File: src/rtl/word_serializer.sv
`default_nettype none
// ============================================================================
// Module   : word_serializer
// Brief    : Serializes W-bit words LSB first. Each word is preceded by a
//            one-cycle clear pulse for the downstream stage.
//            Optional macro SER_WORD_CNT_EN adds a 16-bit frame counter.
// Revision : 1.0 - initial release
// ============================================================================
module word_serializer #(
   parameter int W = 8
) (
   input  logic         t_clk,
   input  logic         r,
   input  logic         load_valid,
   input  logic [W-1:0] load_data,
   output logic         load_ready,
   output logic         sd,
   output logic         sclr,
   output logic         sval,
   output logic         slast
`ifdef SER_WORD_CNT_EN
   ,
   output logic [15:0]  word_cnt
`endif
);

   localparam int            CW     = $clog2(W);
   localparam logic [CW-1:0] c_last = CW'(W - 1);

   typedef enum logic [1:0] {
      IDLE  = 2'd0,
      CLEAR = 2'd1,
      SHIFT = 2'd2
   } state_t;

   state_t        r_state, w_state_nxt;
   logic [CW-1:0] r_cnt, w_cnt_nxt;
   logic [W-1:0]  r_shreg, w_shreg_nxt;
   logic          r_rst_hold;
   logic          w_last;
   logic          w_accept;

   // r_rst_hold keeps load_ready low while reset is held, without an
   // input-to-output path.
   assign w_last     = (r_state == SHIFT) && (r_cnt == c_last);
   assign load_ready = ((r_state == IDLE) && !r_rst_hold) || w_last;
   assign w_accept   = load_valid && load_ready;

   always_ff @(posedge t_clk) begin
      if (r) begin
         r_state    <= IDLE;
         r_cnt      <= '0;
         r_shreg    <= '0;
         r_rst_hold <= 1'b1;
      end else begin
         r_state    <= w_state_nxt;
         r_cnt      <= w_cnt_nxt;
         r_shreg    <= w_shreg_nxt;
         r_rst_hold <= 1'b0;
      end
   end

   always_comb begin
      w_state_nxt = r_state;
      w_cnt_nxt   = r_cnt;
      w_shreg_nxt = r_shreg;
      case (r_state)
         IDLE: begin
            if (w_accept) begin
               w_state_nxt = CLEAR;
               w_shreg_nxt = load_data;
               w_cnt_nxt   = '0;
            end
         end
         CLEAR: begin
            w_state_nxt = SHIFT;
            w_cnt_nxt   = '0;
         end
         SHIFT: begin
            if (r_cnt != c_last) begin
               w_cnt_nxt   = r_cnt + CW'(1);
               w_shreg_nxt = r_shreg >> 1;
            end else if (w_accept) begin
               w_state_nxt = CLEAR;
               w_shreg_nxt = load_data;
               w_cnt_nxt   = '0;
            end else begin
               w_state_nxt = IDLE;
               w_cnt_nxt   = '0;
            end
         end
         default: begin
            w_state_nxt = IDLE;
            w_cnt_nxt   = '0;
         end
      endcase
   end

   always_comb begin
      sd    = 1'b0;
      sclr  = 1'b0;
      sval  = 1'b0;
      slast = 1'b0;
      case (r_state)
         CLEAR: sclr = 1'b1;
         SHIFT: begin
            sval  = 1'b1;
            sd    = r_shreg[0];
            slast = w_last;
         end
         default: ;
      endcase
   end

`ifdef SER_WORD_CNT_EN
   logic [15:0] r_word_cnt;

   always_ff @(posedge t_clk) begin
      if (r) begin
         r_word_cnt <= '0;
      end else if (w_last) begin
         r_word_cnt <= r_word_cnt + 16'd1;
      end
   end

   assign word_cnt = r_word_cnt;
`endif

endmodule
`default_nettype wire

File: config.mk
export PLATFORM = sky130hd
export DESIGN_NAME = word_serializer
export DESIGN_NICKNAME = d
export VERILOG_FILES = /design/src/rtl/word_serializer.sv
export SDC_FILE = /design/constraint.sdc
export NUM_CORES = 1
export LEC_CHECK = 0
export CORE_MARGIN = 3
export CORE_UTILIZATION = 45
export DETAILED_ROUTE_END_ITERATION = 6
export PLACE_DENSITY = 0.73
export SETUP_SLACK_MARGIN = 0.1
export SLEW_MARGIN = 20
export SYNTH_ARGS = -nofsm -noshare
export SYNTH_HDL_FRONTEND = slang
export SYNTH_SLANG_ARGS = --single-unit
File: constraint.sdc
create_clock -name t_clk -period 1.85 [get_ports t_clk]
set_input_delay 0.185 -clock t_clk [delete_from_list [all_inputs] [get_ports t_clk]]
set_output_delay 0.185 -clock t_clk [all_outputs]
set_load 0.1 [all_outputs]
==> summary.md, run 1 <==
| Metric | Value |
|---|---|
| Status | completed |
| Total power | 680 µW |
| Initial core utilization | 51.3% |
| Share of cells above drive strength 1 | 27.1% |
| Row cnt | 13 |
| Mapped Nets | 90 |
| WP data required | 1.66 ns |
| Core area | 1400 µm² |
| Grt total ovfl | 0 |
| Mapped Cells | 77 |
| Worst-path fanout max | 5 |
| Crit-path cells | ha_4 -> ha_4 -> and2b_4 -> nor3_4 -> buf_12 |
| Clock sinks | 14 |
| Worst-path clk slew | 0.08 ns |
| First-pass GRT wire length | 2790 µm |
| Clock Skew | 0.00173 ns |
| Post-synth EDFFs | 0 |
| Final worst path period share | 90.0% |
| Post-synthesis cell type count | 26 |
| Tightest Pin Transition | 0.431 ns |
| LEAKAGE | 0.378 nW |
| CTS resizes | 0 |
| Fin util | 73.6% |
| Unrepaired setup endpoints after global routing | false |
| CP max stage cell | dfxtp_2 |
| Synthesis-to-finish area growth | 43.6% |
| Top cells by area, synth | dfxtp_1 39%, a221o_1 8.4%, a21oi_1 6.3%, nand3b_1 6.3%, nand2_1 4.2% |
| Yosys top cell area share | 39.1% |
| Crit. End Element | output port |
| Tmin final | 1.67 ns |
| Netlist Area Pre-Place | 717 µm² |
| Buffers on Ports | 15 |
| Pre-CTS setup slack | 0.194 ns |
| Drt wl/cell | 14.8 µm |
| Root buf cell | clkbuf_4 |
| Total track usage | 18.1% |
| Synthesized flop and latch total | 14 |
| Hold_ws | 0.509 ns |
| DR DRC count | 0 |
| Commonest cells in the netlist | 14 x dfxtp_1, 9 x a21oi_1, 8 x nand2_1 |
| Drt total wl | 1650 µm |
| # H-tree levels | 1 |
| Die ar. | 2110 µm² |
| Die Wd | 45.9 µm |
| Count leader, synth | dfxtp_1 |
| FMAX | 601 MHz |
| Clock latency on the worst-skew pair | 0.27 ns |
| Longest Clk Path Bufs | 2 |
| N_diodes | 0 |
| Biggest area consumer among synthesized cells | dfxtp_1 |
| Mean Syn Cell Area | 9.31 µm² |
| VDD IR max | 0.000517 V |
| TritonRoute pass-1 iters | 4 |
| Antenna violations before repair | 0 |
| Largest stage delay, worst path | 0.36 ns |
| CTS Buf Count | 3 |
| Initial drt markers | 8 |
| Largest net degree at the start of global routing | 15 |
| Worst setup path category | register to output port |
| CP Launch Type | register |
| Synth Flop Type | dfxtp_1 |
| Final Max Slew Viols | 0 |
| WP data arrival | 1.48 ns |
| I/O pins | 16 |
| Die height | 45.9 µm |
| Via count | 619 |
| Vias in the first global route | 627 |
| Final worst slack | 0.185 ns |
| Final setup vio count | 0 |
| Warnings, synthesis | 0 |
| DR vias/cell | 5.58 |
| Reg-to-reg setup timing slack | 0.22 ns |
| Seq/Total Area, Yosys | 39.1% |
| Max Cap Viol | 0 |
| GPL Wtd Cong | 0.746 |
| Power Dens Cells | 661 nW/µm² |
| DPL Wire Length | 1180 µm |
| Asr flop ratio synth | 0% |
| Most used cell, CP | ha_4 |
| Final Hold Fails | 0 |
| Routed Antenna Nets | 0 |
| Hold WC Path Type | primary input to register |
| Worst slew margin | 71.2% |
| CTS tree | done |
| Setup_tns | 0 ns |
| # nets final | 111 |
==> critical path: cells and delay by family (launching register included) <==
family | cells | cell delay (ns)
and+or+nand+nor | 2 | 0.38
adders and majority gates | 2 | 0.26
buffers and inverters | 1 | 0.20
DFF | 1 | 0.36
==> logic make-up after synthesis <==
family	count (synthesis)	synth area share [%]
AOI/OAI and AO/OA	20	19.7
buffers and inverters	5	3.49
muxes	2	2.79
adders and majority gates	2	3.49
DFF	14	39.1
and+or+nand+nor	34	31.4
==> metrics by stage <==
| step | cells | area, µm² |
|---|---|---|
| final | 111 | 1030 |
| after global routing | 111 | 1030 |
| after CTS | 108 | 1010 |
| after detailed placement | 105 | 985 |
| after global placement | 105 | 985 |
| after floorplan | 77 | 776 |
==> layer usage <==
metal,GRT usage [%],up-vias,part of all wire [%]
li1,-,321,-
met1,24.3,291,46
met2,29.1,7,52
met3,3.56,0,2.5
met4,5.11,0,0
met5,0,-,0
==> power by group <==
part / internal (mW) / leakage, nW / total (mW) / switching (mW)
Combinational: 0.0808 / 0.249 / 0.172 / 0.0916
Sequential: 0.318 / 0.115 / 0.337 / 0.0188
Clock: 0.0753 / 0.0138 / 0.171 / 0.0954
Total: 0.475 / 0.378 / 0.680 / 0.206
==> cell usage in the layout, fill, tap and decap left out, types with 2 or more instances in the layout <==
cell	n
a221o_1	6
nor2b_4	2
a21oi_1	9
buf_4	5
nand3b_1	6
ha_4	2
nand2_1	8
clkbuf_4	3
nor3_4	2
mux2i_1	2
buf_12	5
clkdlybuf4s50_1	10
dfxtp_1	12
dfxtp_2	2
nor2b_1	2
a22oi_1	2
nor2_1	6
==> registers in the layout, summed over array words and instances (netlist names) <==
signal,count
r_shreg,8
r_cnt,3
r_state,2
r_rst_hold,1
==> layout make-up <==
| class | instances | area (µm²) |
|---|---|---|
| Clock buffer | 3 | 22.5 |
| Multi-Input combinational cell | 58 | 464 |
| Tap cell | 15 | 18.8 |
| Sequential cell | 14 | 283 |
| Inverter | 1 | 3.75 |
| Fill cell | 113 | 369 |
| Timing Repair Buffer | 20 | 238 |
==> path summary, 6_finish.rpt <==
path | startpoint | end | depth (start not counted)
max | r_cnt[1]$_SDFFE_PP0P_ | load_ready | 5
min | load_data[7] | r_shreg[7]$_SDFFE_PP0P_ | 3
max reg2reg | r_cnt[0]$_SDFFE_PP0P_ | r_shreg[3]$_SDFFE_PP0P_ | 6
min reg2reg | r_shreg[1]$_SDFFE_PP0P_ | r_shreg[1]$_SDFFE_PP0P_ | 1
==> timing repair <==
| action | CTS | global route |
|---|---|---|
| pin swaps | 1 | 0 |
| hold buffers | 0 | 0 |
| cloned | 0 | 0 |
| setup buffers | 0 | 3 |
| setup endpoints to repair | 1 | 2 |
(Power assumes the default switching activity.)
==> inputs of run 2 (changes only) <==
--- a/config.mk
+++ b/config.mk
@@ -8,6 +8,7 @@
 export CORE_MARGIN = 3
 export CORE_UTILIZATION = 45
 export DETAILED_ROUTE_END_ITERATION = 6
+export GPL_ROUTABILITY_DRIVEN = 1
 export PLACE_DENSITY = 0.73
 export SETUP_SLACK_MARGIN = 0.1
 export SLEW_MARGIN = 20
==> results of run 2 <==
The final DEF is identical to that of run 1; final timing and power are the same.
==> inputs of run 3 (changes only) <==
--- a/config.mk
+++ b/config.mk
@@ -10,8 +10,9 @@
 export DETAILED_ROUTE_END_ITERATION = 6
 export GPL_ROUTABILITY_DRIVEN = 1
 export PLACE_DENSITY = 0.73
-export SETUP_SLACK_MARGIN = 0.1
+export SETUP_SLACK_MARGIN = 0.15
 export SLEW_MARGIN = 20
 export SYNTH_ARGS = -nofsm -noshare
 export SYNTH_HDL_FRONTEND = slang
 export SYNTH_SLANG_ARGS = --single-unit
+export TNS_END_PERCENT = 20
==> summary.md, run 3 (same netlist as run 1, synthesis figures left out) <==
| Metric | Value |
|---|---|
| Row cnt | 13 (unchanged) |
| Layout fillers | 101 (was 113) |
| Worst setup path category | register to output port (unchanged) |
| Die Wd | 45.9 µm (unchanged) |
| Core area | 1400 µm² (unchanged) |
| Worst slew margin | 70.3% (was 71.2%) |
| Final Max Slew Viols | 0 (unchanged) |
| Via count | 661 (was 619) |
| Initial drt markers | 14 (was 8) |
| Buffers on Ports | 15 (unchanged) |
| Final Hold Fails | 0 (unchanged) |
| Power Dens Cells | 694 nW/µm² (was 661 nW/µm²) |
| Largest register FFs | 8 (unchanged) |
| Clock latency on the worst-skew pair | 0.28 ns (was 0.27 ns) |
| Setup_tns | 0 ns (unchanged) |
| Status | completed (unchanged) |
| Largest net degree at the start of global routing | 14 (was 15) |
| Antenna violations before repair | 0 (unchanged) |
| Grt total ovfl | 0 (unchanged) |
| Final setup vio count | 0 (unchanged) |
| Drt wl/cell | 14.6 µm (was 14.8 µm) |
| WP data required | 1.66 ns (about the same) |
| Max Cap Viol | 0 (unchanged) |
| Fin util | 75.6% (was 73.6%) |
| Unrepaired setup endpoints after global routing | true (was false) |
| # H-tree levels | 1 (unchanged) |
| Cts hold-fix bufs | 0 (unchanged) |
| Psw | 213 µW (was 206 µW) |
| Hold_ws | 0.450 ns (was 0.509 ns) |
| Most frequent cells in the layout | 12 x dfxtp_1, 10 x clkdlybuf4s50_1, 9 x a21oi_1, 8 x nand2_1, 7 x buf_4 (was 12 x dfxtp_1, 10 x clkdlybuf4s50_1, 9 x a21oi_1, 8 x nand2_1) |
| Worst-path fanout max | 5 (unchanged) |
| Tmin final | 1.70 ns (was 1.67 ns) |
| Top Registers | r_shreg x8, r_cnt x3, r_state x2 (unchanged) |
| Tightest Pin Transition | 0.443 ns (was 0.431 ns) |
| Share of cells above drive strength 1 | 29.3% (was 27.1%) |
| Largest stage delay, worst path | 0.36 ns (about the same) |
| I/O pins | 16 (unchanged) |
| LEAKAGE | 0.396 nW (was 0.378 nW) |
| Total track usage | 18.4% (was 18.1%) |
| Combinational Power Share | 23.6% (was 25.3%) |
| Non-filler cells, final | 114 (was 111) |
| Clock Skew | 0.00268 ns (was 0.00173 ns) |
| Crit. End Element | output port (unchanged) |
| Routed Antenna Nets | 0 (unchanged) |
| Switching Fraction | 29.1% (was 30.3%) |
| FMAX | 588 MHz (was 601 MHz) |
| Clock share of power | 30.5% (was 25.1%) |
| Worst-path clk slew | 0.09 ns (was 0.08 ns) |
| CTS Buf Count | 3 (unchanged) |
| First-pass GRT wire length | 2730 µm (was 2790 µm) |
| CP Launch Type | register (unchanged) |
| Clock sinks | 14 (unchanged) |
| WP data arrival | 1.52 ns (was 1.48 ns) |
| Int Pwr | 520 µW (was 475 µW) |
| Initial core utilization | 51.3% (unchanged) |
| TritonRoute pass-1 iters | 4 (unchanged) |
| CTS resizes | 0 (unchanged) |
| CP max stage cell | dfxtp_2 (unchanged) |
| VDD IR max | 0.000634 V (was 0.000517 V) |
| Synthesis-to-finish area growth | 47.5% (was 43.6%) |
| DPL Wire Length | 1160 µm (was 1180 µm) |
| Most used cell, CP | ha_4 (unchanged) |
| Die ar. | 2110 µm² (unchanged) |
| CTS tree | done (unchanged) |
| Biggest register | r_shreg (unchanged) |
| DR DRC count | 0 (unchanged) |
| N_diodes | 0 (unchanged) |
| Total power | 733 µW (was 680 µW) |
| Root buf cell | clkbuf_4 (unchanged) |
| Vias in the first global route | 623 (was 627) |
| Flop pwr share | 45.9% (was 49.6%) |
| Longest Clk Path Bufs | 2 (unchanged) |
| Drt total wl | 1670 µm (was 1650 µm) |
| Placed cell count | 105 (unchanged) |
| # nets final | 113 (was 111) |
| GPL Wtd Cong | 0.755 (was 0.746) |
| Die height | 45.9 µm (unchanged) |
| DR vias/cell | 5.80 (was 5.58) |
| Commonest non-fill, non-tap cell in the layout | dfxtp_1 (unchanged) |
| Hold WC Path Type | primary input to register (unchanged) |
| Final worst path period share | 91.9% (was 90.0%) |
| Crit-path cells | ha_4 -> ha_4 -> and2b_4 -> nor3_4 -> buf_12 (unchanged) |
[run 3: area by class of cell]
class / instances / area, µm² / share of cell area [%]
multi-input combinational: 58 / 463 / 43.8
tap: 15 / 18.8 / 1.78
sequential: 14 / 283 / 26.7
timing repair buffer: 22 / 253 / 23.9
inverter: 1 / 3.75 / 0.355
clock buffer: 4 / 36.3 / 3.43
[run 3: power by group through the flow]
stage	Combinational (mW)	Clock (mW)	Sequential (mW)
2_1_floorplan	0.111	0	0.336
3_3_place_gp	0.164	0	0.343
3_5_place_dp	0.166	0	0.342
4_1_cts	0.173	0.230	0.336
5_1_grt	0.184	0.242	0.338
6_report	0.173	0.224	0.337
[run 3: path summary, 6_finish.rpt]
kind	from	to	slack (ns)	cells after the start
worst max-delay path	r_cnt[0]$_SDFFE_PP0P_	load_ready	0.15	5
worst max register to register	r_cnt[0]$_SDFFE_PP0P_	r_shreg[6]$_SDFFE_PP0P_	0.22	6
worst min-delay path	load_data[7]	r_shreg[7]$_SDFFE_PP0P_	0.45	3
worst min register to register	r_shreg[1]$_SDFFE_PP0P_	r_shreg[1]$_SDFFE_PP0P_	0.53	1
[run 3: what timing repair did]
item | 4_1_cts | 5_1_grt
endpoints found under the setup margin | 1 | 1
pin swaps | 2 | 0
cloned | 0 | 0
hold endpoints to repair | 0 | 0
setup buffers | 5 | 0
[run 3: critical path, delay by kind of cell, from the launching register on]
kind                       cells  cell delay (ns)
DFF                            1             0.36
buffers and inverters          1             0.20
adders and majority gates      2             0.27
and+or+nand+nor                2             0.41
[run 3: metrics by stage]
| step | worst slack [ns] | instance area [µm²] |
|---|---|---|
| floorplan | -0.0440 | 774 |
| global placement | 0.226 | 983 |
| detailed placement | 0.182 | 983 |
| CTS | 0.136 | 1060 |
| global route | 0.0819 | 1060 |
| finish | 0.149 | 1060 |
[run 3: routing by layer]
layer	up-vias	share of wire [%]	global-route usage, %
li1	323	-	-
met1	317	44	23.6
met2	19	49	28.6
met3	2	6.5	8.30
met4	0	0.54	3.41
met5	-	0	0
